[config.mk]
export PLATFORM = sky130hd
export DESIGN_NAME = max7219_frame_rx
export DESIGN_NICKNAME = d
export VERILOG_FILES = /design/src/rtl/max7219_pkg.sv /design/src/rtl/max7219_sync_edge.sv /design/src/rtl/max7219_frame_rx.sv
export SDC_FILE = /design/constraint.sdc
export NUM_CORES = 1
export LEC_CHECK = 0
export BUFFER_PORTS_ARGS = -buffer_cell sky130_fd_sc_hd__buf_2
export CAP_MARGIN = 20
export CORE_MARGIN = 1
export CORE_UTILIZATION = 45
export CTS_CLUSTER_DIAMETER = 150
export DETAILED_ROUTE_END_ITERATION = 6
export HOLD_SLACK_MARGIN = 0.15
export PLACE_DENSITY = 0.71
export SLEW_MARGIN = 20
export SYNTH_ARGS = -nofsm -noshare
export SYNTH_HDL_FRONTEND = slang
export SYNTH_SLANG_ARGS = --single-unit
[constraint.sdc]
create_clock -name clk -period 9 [get_ports clk]
set_clock_uncertainty 0.15 [all_clocks]
set_input_delay 0.9 -clock clk [delete_from_list [all_inputs] [get_ports clk]]
set_output_delay 0.9 -clock clk [all_outputs]
set_load 0.02 [all_outputs]
[src/rtl/max7219_pkg.sv]
`default_nettype none
// ============================================================================
//  Module      : max7219_pkg
//  Description : Shared constants, frame layout and helpers for the MAX7219
//                serial-port receiver.
//  Revision    : 1.0 - initial release
// ============================================================================
package max7219_pkg;

    localparam int C_MAX7219_FRAME_W = 16;
    localparam int C_BIT_CNT_W       = 5;

    localparam logic [C_BIT_CNT_W-1:0] C_BIT_CNT_MAX = 5'd31;
    localparam logic [C_BIT_CNT_W-1:0] C_BIT_CNT_MIN_FRAME = 5'd16;

    localparam logic [3:0] C_MAX7219_ADDR_NOOP         = 4'h0;
    localparam logic [3:0] C_MAX7219_ADDR_DIGIT0       = 4'h1;
    localparam logic [3:0] C_MAX7219_ADDR_DIGIT1       = 4'h2;
    localparam logic [3:0] C_MAX7219_ADDR_DIGIT2       = 4'h3;
    localparam logic [3:0] C_MAX7219_ADDR_DIGIT3       = 4'h4;
    localparam logic [3:0] C_MAX7219_ADDR_DIGIT4       = 4'h5;
    localparam logic [3:0] C_MAX7219_ADDR_DIGIT5       = 4'h6;
    localparam logic [3:0] C_MAX7219_ADDR_DIGIT6       = 4'h7;
    localparam logic [3:0] C_MAX7219_ADDR_DIGIT7       = 4'h8;
    localparam logic [3:0] C_MAX7219_ADDR_DECODE       = 4'h9;
    localparam logic [3:0] C_MAX7219_ADDR_INTENSITY    = 4'hA;
    localparam logic [3:0] C_MAX7219_ADDR_SCAN_LIMIT   = 4'hB;
    localparam logic [3:0] C_MAX7219_ADDR_SHUTDOWN     = 4'hC;
    localparam logic [3:0] C_MAX7219_ADDR_DISPLAY_TEST = 4'hF;

    typedef struct packed {
        logic [3:0] unused;
        logic [3:0] addr;
        logic [7:0] data;
    } t_max7219_frame;

    // Digit registers are addressed 1..8; map to a 0-based slot number.
    function automatic logic [2:0] max7219_digit_index(input logic [3:0] addr);
        logic [3:0] w_idx;
        w_idx = addr - 4'd1;
        return w_idx[2:0];
    endfunction

endpackage : max7219_pkg
`default_nettype wire

[src/rtl/max7219_sync_edge.sv]
`default_nettype none
// ============================================================================
//  Module      : max7219_sync_edge
//  Description : Multi-stage synchronizer with registered-level rise/fall
//                detection for one asynchronous serial pin.
//  Revision    : 1.0 - initial release
// ============================================================================
module max7219_sync_edge #(
    parameter int G_SYNC_STAGES = 2
) (
    input  logic clk,
    input  logic rst_n,
    input  logic i_async,
    output logic o_level,
    output logic o_level_d,
    output logic o_rise,
    output logic o_fall
);

    logic [G_SYNC_STAGES-1:0] r_sync;
    logic                     r_prev;

    always_ff @(posedge clk or negedge rst_n) begin
        if (!rst_n) begin
            r_sync <= '0;
            r_prev <= 1'b0;
        end else begin
            r_sync <= {r_sync[G_SYNC_STAGES-2:0], i_async};
            r_prev <= r_sync[G_SYNC_STAGES-1];
        end
    end

    assign o_level   = r_sync[G_SYNC_STAGES-1];
    assign o_level_d = r_prev;
    assign o_rise    = r_sync[G_SYNC_STAGES-1] & ~r_prev;
    assign o_fall    = ~r_sync[G_SYNC_STAGES-1] & r_prev;

endmodule : max7219_sync_edge
`default_nettype wire

[src/rtl/max7219_frame_rx.sv]
`default_nettype none
// ============================================================================
//  Module      : max7219_frame_rx
//  Description : Device-side MAX7219 serial receiver: oversampled shift
//                register, LOAD-edge commit into a register file, daisy DOUT.
//  Revision    : 1.0 - initial release
// ============================================================================
module max7219_frame_rx
    import max7219_pkg::*;
#(
    parameter int G_SYNC_STAGES = 2,
    parameter int G_DOUT_EN     = 1
) (
    input  logic        clk,
    input  logic        rst_n,
    input  logic        i_max7219_clk,
    input  logic        i_max7219_din,
    input  logic        i_max7219_load,
    output logic        o_max7219_dout,
    output logic        o_frame_valid,
    output logic [3:0]  o_frame_addr,
    output logic [7:0]  o_frame_data,
    output logic        o_frame_err,
    output logic [63:0] o_digit_regs,
    output logic [7:0]  o_decode_mode,
    output logic [3:0]  o_intensity,
    output logic [2:0]  o_scan_limit,
    output logic        o_shutdown_n,
    output logic        o_display_test
);

    logic w_sclk_rise;
    logic w_sclk_fall;
    logic w_sclk_lvl_unused;
    logic w_sclk_lvl_d_unused;
    logic w_din;
    logic w_din_lvl_d_unused;
    logic w_din_rise_unused;
    logic w_din_fall_unused;
    logic w_load_lvl;
    logic w_load_lvl_d;
    logic w_load_rise;
    logic w_load_fall_unused;

    max7219_sync_edge #(.G_SYNC_STAGES(G_SYNC_STAGES)) u_sync_clk (
        .clk       (clk),
        .rst_n     (rst_n),
        .i_async   (i_max7219_clk),
        .o_level   (w_sclk_lvl_unused),
        .o_level_d (w_sclk_lvl_d_unused),
        .o_rise    (w_sclk_rise),
        .o_fall    (w_sclk_fall)
    );

    max7219_sync_edge #(.G_SYNC_STAGES(G_SYNC_STAGES)) u_sync_din (
        .clk       (clk),
        .rst_n     (rst_n),
        .i_async   (i_max7219_din),
        .o_level   (w_din),
        .o_level_d (w_din_lvl_d_unused),
        .o_rise    (w_din_rise_unused),
        .o_fall    (w_din_fall_unused)
    );

    max7219_sync_edge #(.G_SYNC_STAGES(G_SYNC_STAGES)) u_sync_load (
        .clk       (clk),
        .rst_n     (rst_n),
        .i_async   (i_max7219_load),
        .o_level   (w_load_lvl),
        .o_level_d (w_load_lvl_d),
        .o_rise    (w_load_rise),
        .o_fall    (w_load_fall_unused)
    );

    logic [C_MAX7219_FRAME_W-1:0] r_sr;
    logic [C_BIT_CNT_W-1:0]       r_bit_cnt;
    logic [C_MAX7219_FRAME_W-1:0] w_sr_next;
    logic [C_BIT_CNT_W-1:0]       w_cnt_next;
    logic                         w_load_high;
    logic                         w_shift;
    logic                         w_commit;
    logic                         w_err;
    logic [2:0]                   w_digit_idx;
    t_max7219_frame               w_frame;
    logic                         w_unused_nibble;

    // Load counts as high only once it has been high for two samples, so an
    // edge coinciding with the load transition still shifts.
    assign w_load_high = w_load_lvl & w_load_lvl_d;
    assign w_shift     = w_sclk_rise & ~w_load_high;
    assign w_commit    = w_load_rise;

    always_comb begin
        w_sr_next  = r_sr;
        w_cnt_next = r_bit_cnt;
        if (w_shift) begin
            w_sr_next = {r_sr[C_MAX7219_FRAME_W-2:0], w_din};
            if (r_bit_cnt != C_BIT_CNT_MAX) begin
                w_cnt_next = r_bit_cnt + 5'd1;
            end
        end
    end

    assign w_frame         = t_max7219_frame'(w_sr_next);
    assign w_err           = (w_cnt_next < C_BIT_CNT_MIN_FRAME);
    assign w_digit_idx     = max7219_digit_index(w_frame.addr);
    assign w_unused_nibble = ^w_frame.unused;

    always_ff @(posedge clk or negedge rst_n) begin
        if (!rst_n) begin
            r_sr      <= '0;
            r_bit_cnt <= '0;
        end else begin
            r_sr      <= w_sr_next;
            r_bit_cnt <= w_commit ? '0 : w_cnt_next;
        end
    end

    logic       r_frame_valid;
    logic [3:0] r_frame_addr;
    logic [7:0] r_frame_data;
    logic       r_frame_err;

    always_ff @(posedge clk or negedge rst_n) begin
        if (!rst_n) begin
            r_frame_valid <= 1'b0;
            r_frame_addr  <= '0;
            r_frame_data  <= '0;
            r_frame_err   <= 1'b0;
        end else begin
            r_frame_valid <= w_commit;
            if (w_commit) begin
                r_frame_addr <= w_frame.addr;
                r_frame_data <= w_frame.data;
                r_frame_err  <= w_err;
            end
        end
    end

    logic [63:0] r_digit_regs;
    logic [7:0]  r_decode_mode;
    logic [3:0]  r_intensity;
    logic [2:0]  r_scan_limit;
    logic        r_shutdown_n;
    logic        r_display_test;

    // No-op, 0xD and 0xE fall through to default and only produce the pulse.
    always_ff @(posedge clk or negedge rst_n) begin
        if (!rst_n) begin
            r_digit_regs   <= '0;
            r_decode_mode  <= '0;
            r_intensity    <= '0;
            r_scan_limit   <= '0;
            r_shutdown_n   <= 1'b0;
            r_display_test <= 1'b0;
        end else if (w_commit && !w_err) begin
            case (w_frame.addr)
                C_MAX7219_ADDR_DIGIT0, C_MAX7219_ADDR_DIGIT1,
                C_MAX7219_ADDR_DIGIT2, C_MAX7219_ADDR_DIGIT3,
                C_MAX7219_ADDR_DIGIT4, C_MAX7219_ADDR_DIGIT5,
                C_MAX7219_ADDR_DIGIT6, C_MAX7219_ADDR_DIGIT7:
                    r_digit_regs[{w_digit_idx, 3'b000} +: 8] <= w_frame.data;
                C_MAX7219_ADDR_DECODE:       r_decode_mode  <= w_frame.data;
                C_MAX7219_ADDR_INTENSITY:    r_intensity    <= w_frame.data[3:0];
                C_MAX7219_ADDR_SCAN_LIMIT:   r_scan_limit   <= w_frame.data[2:0];
                C_MAX7219_ADDR_SHUTDOWN:     r_shutdown_n   <= w_frame.data[0];
                C_MAX7219_ADDR_DISPLAY_TEST: r_display_test <= w_frame.data[0];
                default: ;
            endcase
        end
    end

    generate
        if (G_DOUT_EN != 0) begin : g_dout
            logic r_dout;

            // Updating on the falling edge gives the next device a full
            // half-period of setup before its rising-edge sample.
            always_ff @(posedge clk or negedge rst_n) begin
                if (!rst_n) begin
                    r_dout <= 1'b0;
                end else if (w_sclk_fall && !w_load_high) begin
                    r_dout <= r_sr[C_MAX7219_FRAME_W-1];
                end
            end

            assign o_max7219_dout = r_dout;
        end else begin : g_no_dout
            assign o_max7219_dout = 1'b0;
        end
    endgenerate

    assign o_frame_valid  = r_frame_valid;
    assign o_frame_addr   = r_frame_addr;
    assign o_frame_data   = r_frame_data;
    assign o_frame_err    = r_frame_err;
    assign o_digit_regs   = r_digit_regs;
    assign o_decode_mode  = r_decode_mode;
    assign o_intensity    = r_intensity;
    assign o_scan_limit   = r_scan_limit;
    assign o_shutdown_n   = r_shutdown_n;
    assign o_display_test = r_display_test;

endmodule : max7219_frame_rx
`default_nettype wire

==> results.ini, run 1 <==
[run_status]
status = completed

[placement]
place.gp.congestion = 0.885
place_hpwl_mm = 8.13
io_buffers = 100
place_inst = 637
place_area_sq_um = 5800

[floorplanning]
die_w_um = 109
core_area_sq_um = 11000
floorplan.rows = 38
io_pins = 101
die_area_sq_um = 11900
die_h_um = 109
start_util_pct = 47.0

[grt]
grt_max_degree = 82
grt_use_total_pct = 21.6
antenna_found_initial = 0
grt_pass1_wl_mm = 18.8
grt_pass1_vias = 3532
grt.overflow.total = 0

[finish]
final_nets = 527
design_area_sq_um = 6360
final_common_cell = dfrtp_1
drive_gt1_share_pct = 40.0
syn2layout_area_growth_pct = 22.7
fin_cells = 668
diodes = 0
final_cell_mix = dfrtp_1, buf_2, mux2_2

[route]
viasPerCell = 5.31
wl_mm = 11.8
vias = 3547
first_iter_violations = 165
postRouteAntennaNets = 0
wl_per_cell_um = 17.7
drc_errors = 0
first_pass_iters = 4

[power_and_ir_drop]
totalPowerFinal_mw = 1.63
p_leak_nw = 3.49
p_per_area_nw_per_um2 = 257
irDropWorstVdd_v = 0.000193

[clocking]
cts_setup_buffers = 0
clockRootBuffer = clkbuf_16
hold_buffers = 0
clock_path_buffers = 2
clock_sinks = 125
cts_resized = 0
clk_pin_slew_ns = 0.05
ctsHtreeMaxLevel = 4
tritoncts = built
numCtsBuffers = 17
clkLatencyLatePin_ns = 0.41

[setup_path]
crit_fanout = 9
path_cells = nor2b_1, a21boi_0, nor2_1, ha_1, nor2b_1, o22ai_1, and2_1, ha_1, inv_1, or2_2, nand2b_1, mux2_2
required_ns = 9.14
r2r_end = o_digit_regs[22]
start_kind = flip-flop
end_kind = flip-flop
max_stage_delay_ns = 0.49
reg2regPathDepth = 12
crit_slowest_cell = nor2b_1
path_class = flip-flop to flip-flop
arrival_ns = 4.28
crit-reg2reg-launch = u_sync_clk.r_sync[1]
ff2ff_setup_slack_ns = 4.86

[timing]
min_period_ns = 4.14
drv_slew = 0
finalHoldViolCount = 0
period_share_pct = 46.0
rsz0062_at_grt = no
tightest_slew_ns = 1.04
finalSetupViolations = 0
clock.fmax_mhz = 242
maxSlewHeadroom_pct = 28.7
tns_ns = 0

[synth]
ys_types = 46
synth_flop_cell = dfrtp_1
yosysWarnings = 0
synth_edf_count = 0
netlist_area_sq_um = 5180
syn_avg_cell_area_sq_um = 12.6
synthArstFlopShare_pct = 100
syn_inst = 412
synth-seq-cells = 125
yosysSeqAreaShare_pct = 60.4
synth_nets = 423

[run]
drv_cap = 0

[worst_hold_path]
hp-class = flip-flop to flip-flop
whs_path_depth = 0
holdPathEnd = u_sync_din.r_sync[1]
min_from = u_sync_din.r_sync[0]

through the flow:
step	worst slack, ns	utilization [%]	hold slack (ns)
3_3_place_gp	5.11	52.5	0.185
2_1_floorplan	5.46	-	0.181
4_1_cts	4.92	57.6	0.194
5_1_grt	4.40	57.7	0.193
3_5_place_dp	4.92	52.5	0.189
6_report	4.86	57.7	0.193
critical path, delay by kind of cell (launching register included):
kind,cells,cell delay (ns)
AOI/OAI and AO/OA,2,0.39
muxes,1,0.36
and+or+nand+nor,6,1.82
adders and majority gates,2,0.78
buffers and inverters,1,0.16
DFF,1,0.37
registers in the layout, summed over array words and instances (netlist names):
signal / count
u_sync_din.r_sync: 2
r_bit_cnt: 5
o_scan_limit: 3
u_sync_clk.r_sync: 2
o_display_test: 1
o_decode_mode: 8
o_frame_valid: 1
r_sr: 16
u_sync_load.r_sync: 2
o_frame_err: 1
u_sync_clk.o_level_d: 1
o_frame_data: 8
o_digit_regs: 64
o_max7219_dout: 1
o_shutdown_n: 1
o_intensity: 4
u_sync_load.o_level_d: 1
o_frame_addr: 4
synthesized netlist by cell type (2+ instances only):
library cell	count	area, sq um
a21o_1	6	45.0
nand3_1	4	20.0
a211oi_1	2	15.0
nand2_1	33	124
nor2_1	23	86.3
mux2_2	72	811
a21boi_0	2	15.0
nand3b_1	3	22.5
nand3_2	2	20.0
nor4_1	2	12.5
nor2b_1	8	50.1
a21oi_1	7	35.0
buf_2	5	25.0
ha_1	6	75.1
nand2b_1	7	43.8
mux2i_1	6	60.1
o22ai_1	3	18.8
clkbuf_1	8	30.0
a31oi_1	4	25.0
o21ai_0	21	105
xnor2_1	2	17.5
dfrtp_1	125	3130
nand2_2	3	18.8
and2_1	2	12.5
inv_1	15	56.3
o2111ai_1	2	17.5
and3_1	9	56.3
nor3_1	12	60.1
worst max-delay path by stage:
| stage | startpoint | endpoint | slack (ns) | cells past startpoint |
|---|---|---|---|---|
| 2_1_floorplan | u_sync_clk.r_sync[1] | o_digit_regs[16] | 5.46 | 16 |
| 5_1_grt | u_sync_clk.r_sync[1] | o_digit_regs[59] | 4.40 | 11 |
| 6_report | u_sync_clk.r_sync[1] | o_digit_regs[22] | 4.86 | 12 |
| 4_1_cts | u_sync_clk.r_sync[1] | o_digit_regs[22] | 4.92 | 12 |
| 3_5_place_dp | u_sync_clk.r_sync[1] | o_digit_regs[38] | 4.92 | 11 |
| 3_3_place_gp | u_sync_clk.r_sync[1] | o_digit_regs[59] | 5.11 | 11 |
layer usage:
metal	track usage [%]	part of all wire [%]	wire (um)	vias to the layer above
li1	-	-	-	1651
met1	28.3	44	5200	1789
met2	33.4	49	5740	99
met3	7.17	6.5	768	8
met4	8.10	0.79	93	0
met5	0	0	0	-
power by group:
part	internal, mW	total (mW)	switching, mW
Sequential	0.614	0.651	0.0374
Clock	0.419	0.647	0.228
Combinational	0.0969	0.334	0.237
final cells by class:
class,count,area [sq um]
clock inverter,7,88.8
multi-input combinational,256,1930
inverter,15,56.3
clock buffer,24,472
sequential,125,3130
timing repair buffer,101,510
tap,140,175
fill,926,4670
kinds of logic after synthesis:
group / share of synthesized area (%)
xor gates and xnor gates: 0.507
adders and majority gates: 1.45
DFF: 60.4
muxes: 16.8
AOI/OAI and AO/OA: 7.24
buffers and inverters: 2.46
and+or+nand+nor: 11.2
No activity file was read; power rests on OpenSTA's default activity.
==> run 2, diff against run 1 <==
Settings changed: PLACE_DENSITY 0.71 to 0.74.
Clock period 9 ns to 3.8 ns, I/O delays scaled along.
==> run 2 against run 1 <==
Effect of this change:
- global-route usage is essentially flat
- combinational power rose to 2.5 times the previous value
- non-clock buffer count is 16 higher
- total power up 140%
- worst hold slack better by 0.013 ns
- sequential share of layout area is 1.3 points lower
- critical path type unchanged
- largest cell class unchanged
- largest power group is now the clock network
==> results.ini, run 2 (synthesized netlist as in run 1, its figures left out) <==
[clocking]
clockRootBuffer = clkbuf_16
clock_sinks = 125  ; unchanged
clock_path_buffers = 2  ; unchanged
clk_pin_slew_ns = 0.05  ; about the same
clkLatencyLatePin_ns = 0.41  ; about the same
numCtsBuffers = 17  ; unchanged
tritoncts = built
ctsHtreeMaxLevel = 4  ; unchanged

[setup_path]
worst-path-stages = 13  ; +1
reg2regPathDepth = 13  ; +1
cp.buffers_inverters = 2  ; +1
crit_top_cell = nor2b_1
arrival_ns = 3.66  ; -0.62 ns
cpLargestDelayFamily = simple AND/OR/NAND/NOR gates
end_kind = flip-flop
r2r_end = o_digit_regs[21]
crit_slowest_cell = dfrtp_1
path_class = flip-flop to flip-flop
required_ns = 3.94  ; -5.20 ns
path_cells = nor2b_1, buf_4, and3_1, nor2_1, ha_2, nor2b_1, o22ai_1, and2_1, ha_1, inv_1, or2_2, nand2b_2, mux2_2
ff2ff_setup_slack_ns = 0.28  ; -4.58 ns
crit-reg2reg-launch = u_sync_clk.r_sync[1]
start_kind = flip-flop
max_stage_delay_ns = 0.40  ; -0.09 ns
crit_fanout = 9  ; unchanged

[finish]
syn2layout_area_growth_pct = 26.1
largest_register_ffs = 64  ; unchanged
final_nets = 543  ; +3.0%
ff_latch_area_sq_um = 3130  ; unchanged
final_cell_mix = dfrtp_1, buf_2, mux2_2
multiInputGateArea_sq_um = 1930  ; +0.19%
diodes = 0  ; unchanged
final_common_cell = dfrtp_1
fill_cells = 898  ; -3.0%
drive_gt1_share_pct = 42.4  ; +2.4 points

[placement]
place.gp.congestion = 0.886  ; +0.15%
io_buffers = 100  ; unchanged
place_hpwl_mm = 8.30  ; +2.1%

[floorplanning]
die_area_sq_um = 11900  ; unchanged
die_h_um = 109  ; unchanged
die_w_um = 109  ; unchanged
start_util_pct = 47.0  ; unchanged
io_pins = 101  ; unchanged
floorplan.rows = 38  ; unchanged
core_area_sq_um = 11000  ; unchanged

[route]
postRouteAntennaNets = 0  ; unchanged
wl_per_cell_um = 17.4  ; -1.6%
first_pass_iters = 4  ; unchanged
viasPerCell = 5.29  ; -0.42%
drc_errors = 0  ; unchanged
wl_mm = 11.9  ; +0.91%
first_iter_violations = 146  ; -12%
vias = 3622  ; +2.1%

[timing]
min_period_ns = 3.52  ; -0.622 ns
finalSetupViolations = 0  ; unchanged
finalHoldViolCount = 0  ; unchanged
period_share_pct = 92.5  ; +47 points
clock.fmax_mhz = 284  ; +18%
rsz0062_at_grt = no
timing.hold.ws_ns = 0.206  ; +0.0128 ns
tns_ns = 0  ; unchanged
tightest_slew_ns = 0.782  ; -0.258 ns
drv_slew = 0  ; unchanged
maxSlewHeadroom_pct = 47.9  ; +19 points

[run]
drv_cap = 0  ; unchanged

[power_and_ir_drop]
p_per_area_nw_per_um2 = 608  ; +140%
p_leak_nw = 3.57  ; +2.3%
irDropWorstVdd_v = 0.000319  ; +65%

[grt]
grt_max_degree = 85  ; +3.7%
grt_pass1_wl_mm = 19.0  ; +1.4%
antenna_found_initial = 0  ; unchanged
grt_use_total_pct = 21.6  ; about the same
grt_pass1_vias = 3826  ; +8.3%
grt.overflow.total = 0  ; unchanged

[worst_hold_path]
whs_path_depth = 0  ; unchanged
min_from = u_sync_load.r_sync[0]
hp-class = flip-flop to flip-flop
holdPathEnd = u_sync_load.r_sync[1]

[run_status]
status = completed

==> run 2: cell count changes in the layout (fill, tap and decap cells not counted), sizes merged <==
cell / before / now
buf: 101 / 113
clkbuf: 24 / 19
clkinv: 5 / 6
clkinvlp: 0 / 5
dlygate4sd3: 0 / 4
==> run 2: stage by stage <==
stage	total power [mW]	util, %	area (sq um)	setup slack [ns]	cells
after global placement	2.37	53.4	5890	0.369	649
after CTS	3.99	59.1	6520	0.207	685
after floorplan	2.07	-	5180	0.263	412
final	3.97	59.2	6530	0.284	685
after detailed placement	2.39	53.4	5890	0.220	649
after global routing	4.16	59.2	6530	0.0404	685
==> run 2: where the power goes <==
part / switching [mW] / internal [mW]
combinational: 0.573 / 0.269
clock: 0.592 / 0.999
sequential: 0.0876 / 1.45
==> run 2: layout make-up <==
cell class	instances	share of cell area [%]
multi-input combinational	256	29.6
sequential	125	47.9
timing repair buffer	117	9.86
clock buffer	19	6.93
clock inverter	13	2.18
tap	140	2.68
inverter	15	0.862
==> run 2: worst reg2reg max path: cells and delay by family (launching register included) <==
family | cells | cell delay, ns
AOI/OAI and AO/OA | 1 | 0.14
and+or+nand+nor | 7 | 1.54
adders and majority gates | 2 | 0.59
DFF | 1 | 0.40
buffers and inverters | 2 | 0.28
muxes | 1 | 0.31
==> run 2: how the worst max path moves through the flow <==
stage | from | end | slack [ns]
6_report | u_sync_clk.r_sync[1] | o_digit_regs[21] | 0.28
5_1_grt | u_sync_clk.r_sync[1] | o_digit_regs[21] | 0.04
4_1_cts | u_sync_clk.r_sync[1] | o_digit_regs[23] | 0.21
3_5_place_dp | u_sync_clk.r_sync[1] | o_digit_regs[22] | 0.22
3_3_place_gp | u_sync_clk.r_sync[1] | o_digit_regs[21] | 0.37
2_1_floorplan | u_sync_clk.r_sync[1] | o_digit_regs[16] | 0.26
==> run 2: repair_timing <==
action                                 4_1_cts  5_1_grt
setup endpoints to repair                    0       10
hold buffers                                 4        0
endpoints found under the hold margin       85        0
buffers inserted                             0        0
gates resized for setup                      0        3
==> run 2: layer usage <==
metal | track usage (%) | routed length, um | vias to the layer above | part of all wire (%)
li1 | - | - | 1677 | -
met1 | 28.0 | 5250 | 1835 | 44
met2 | 34.7 | 5800 | 97 | 49
met3 | 5.81 | 696 | 13 | 5.8
met4 | 7.90 | 159 | 0 | 1.3
met5 | 0 | 0 | - | 0
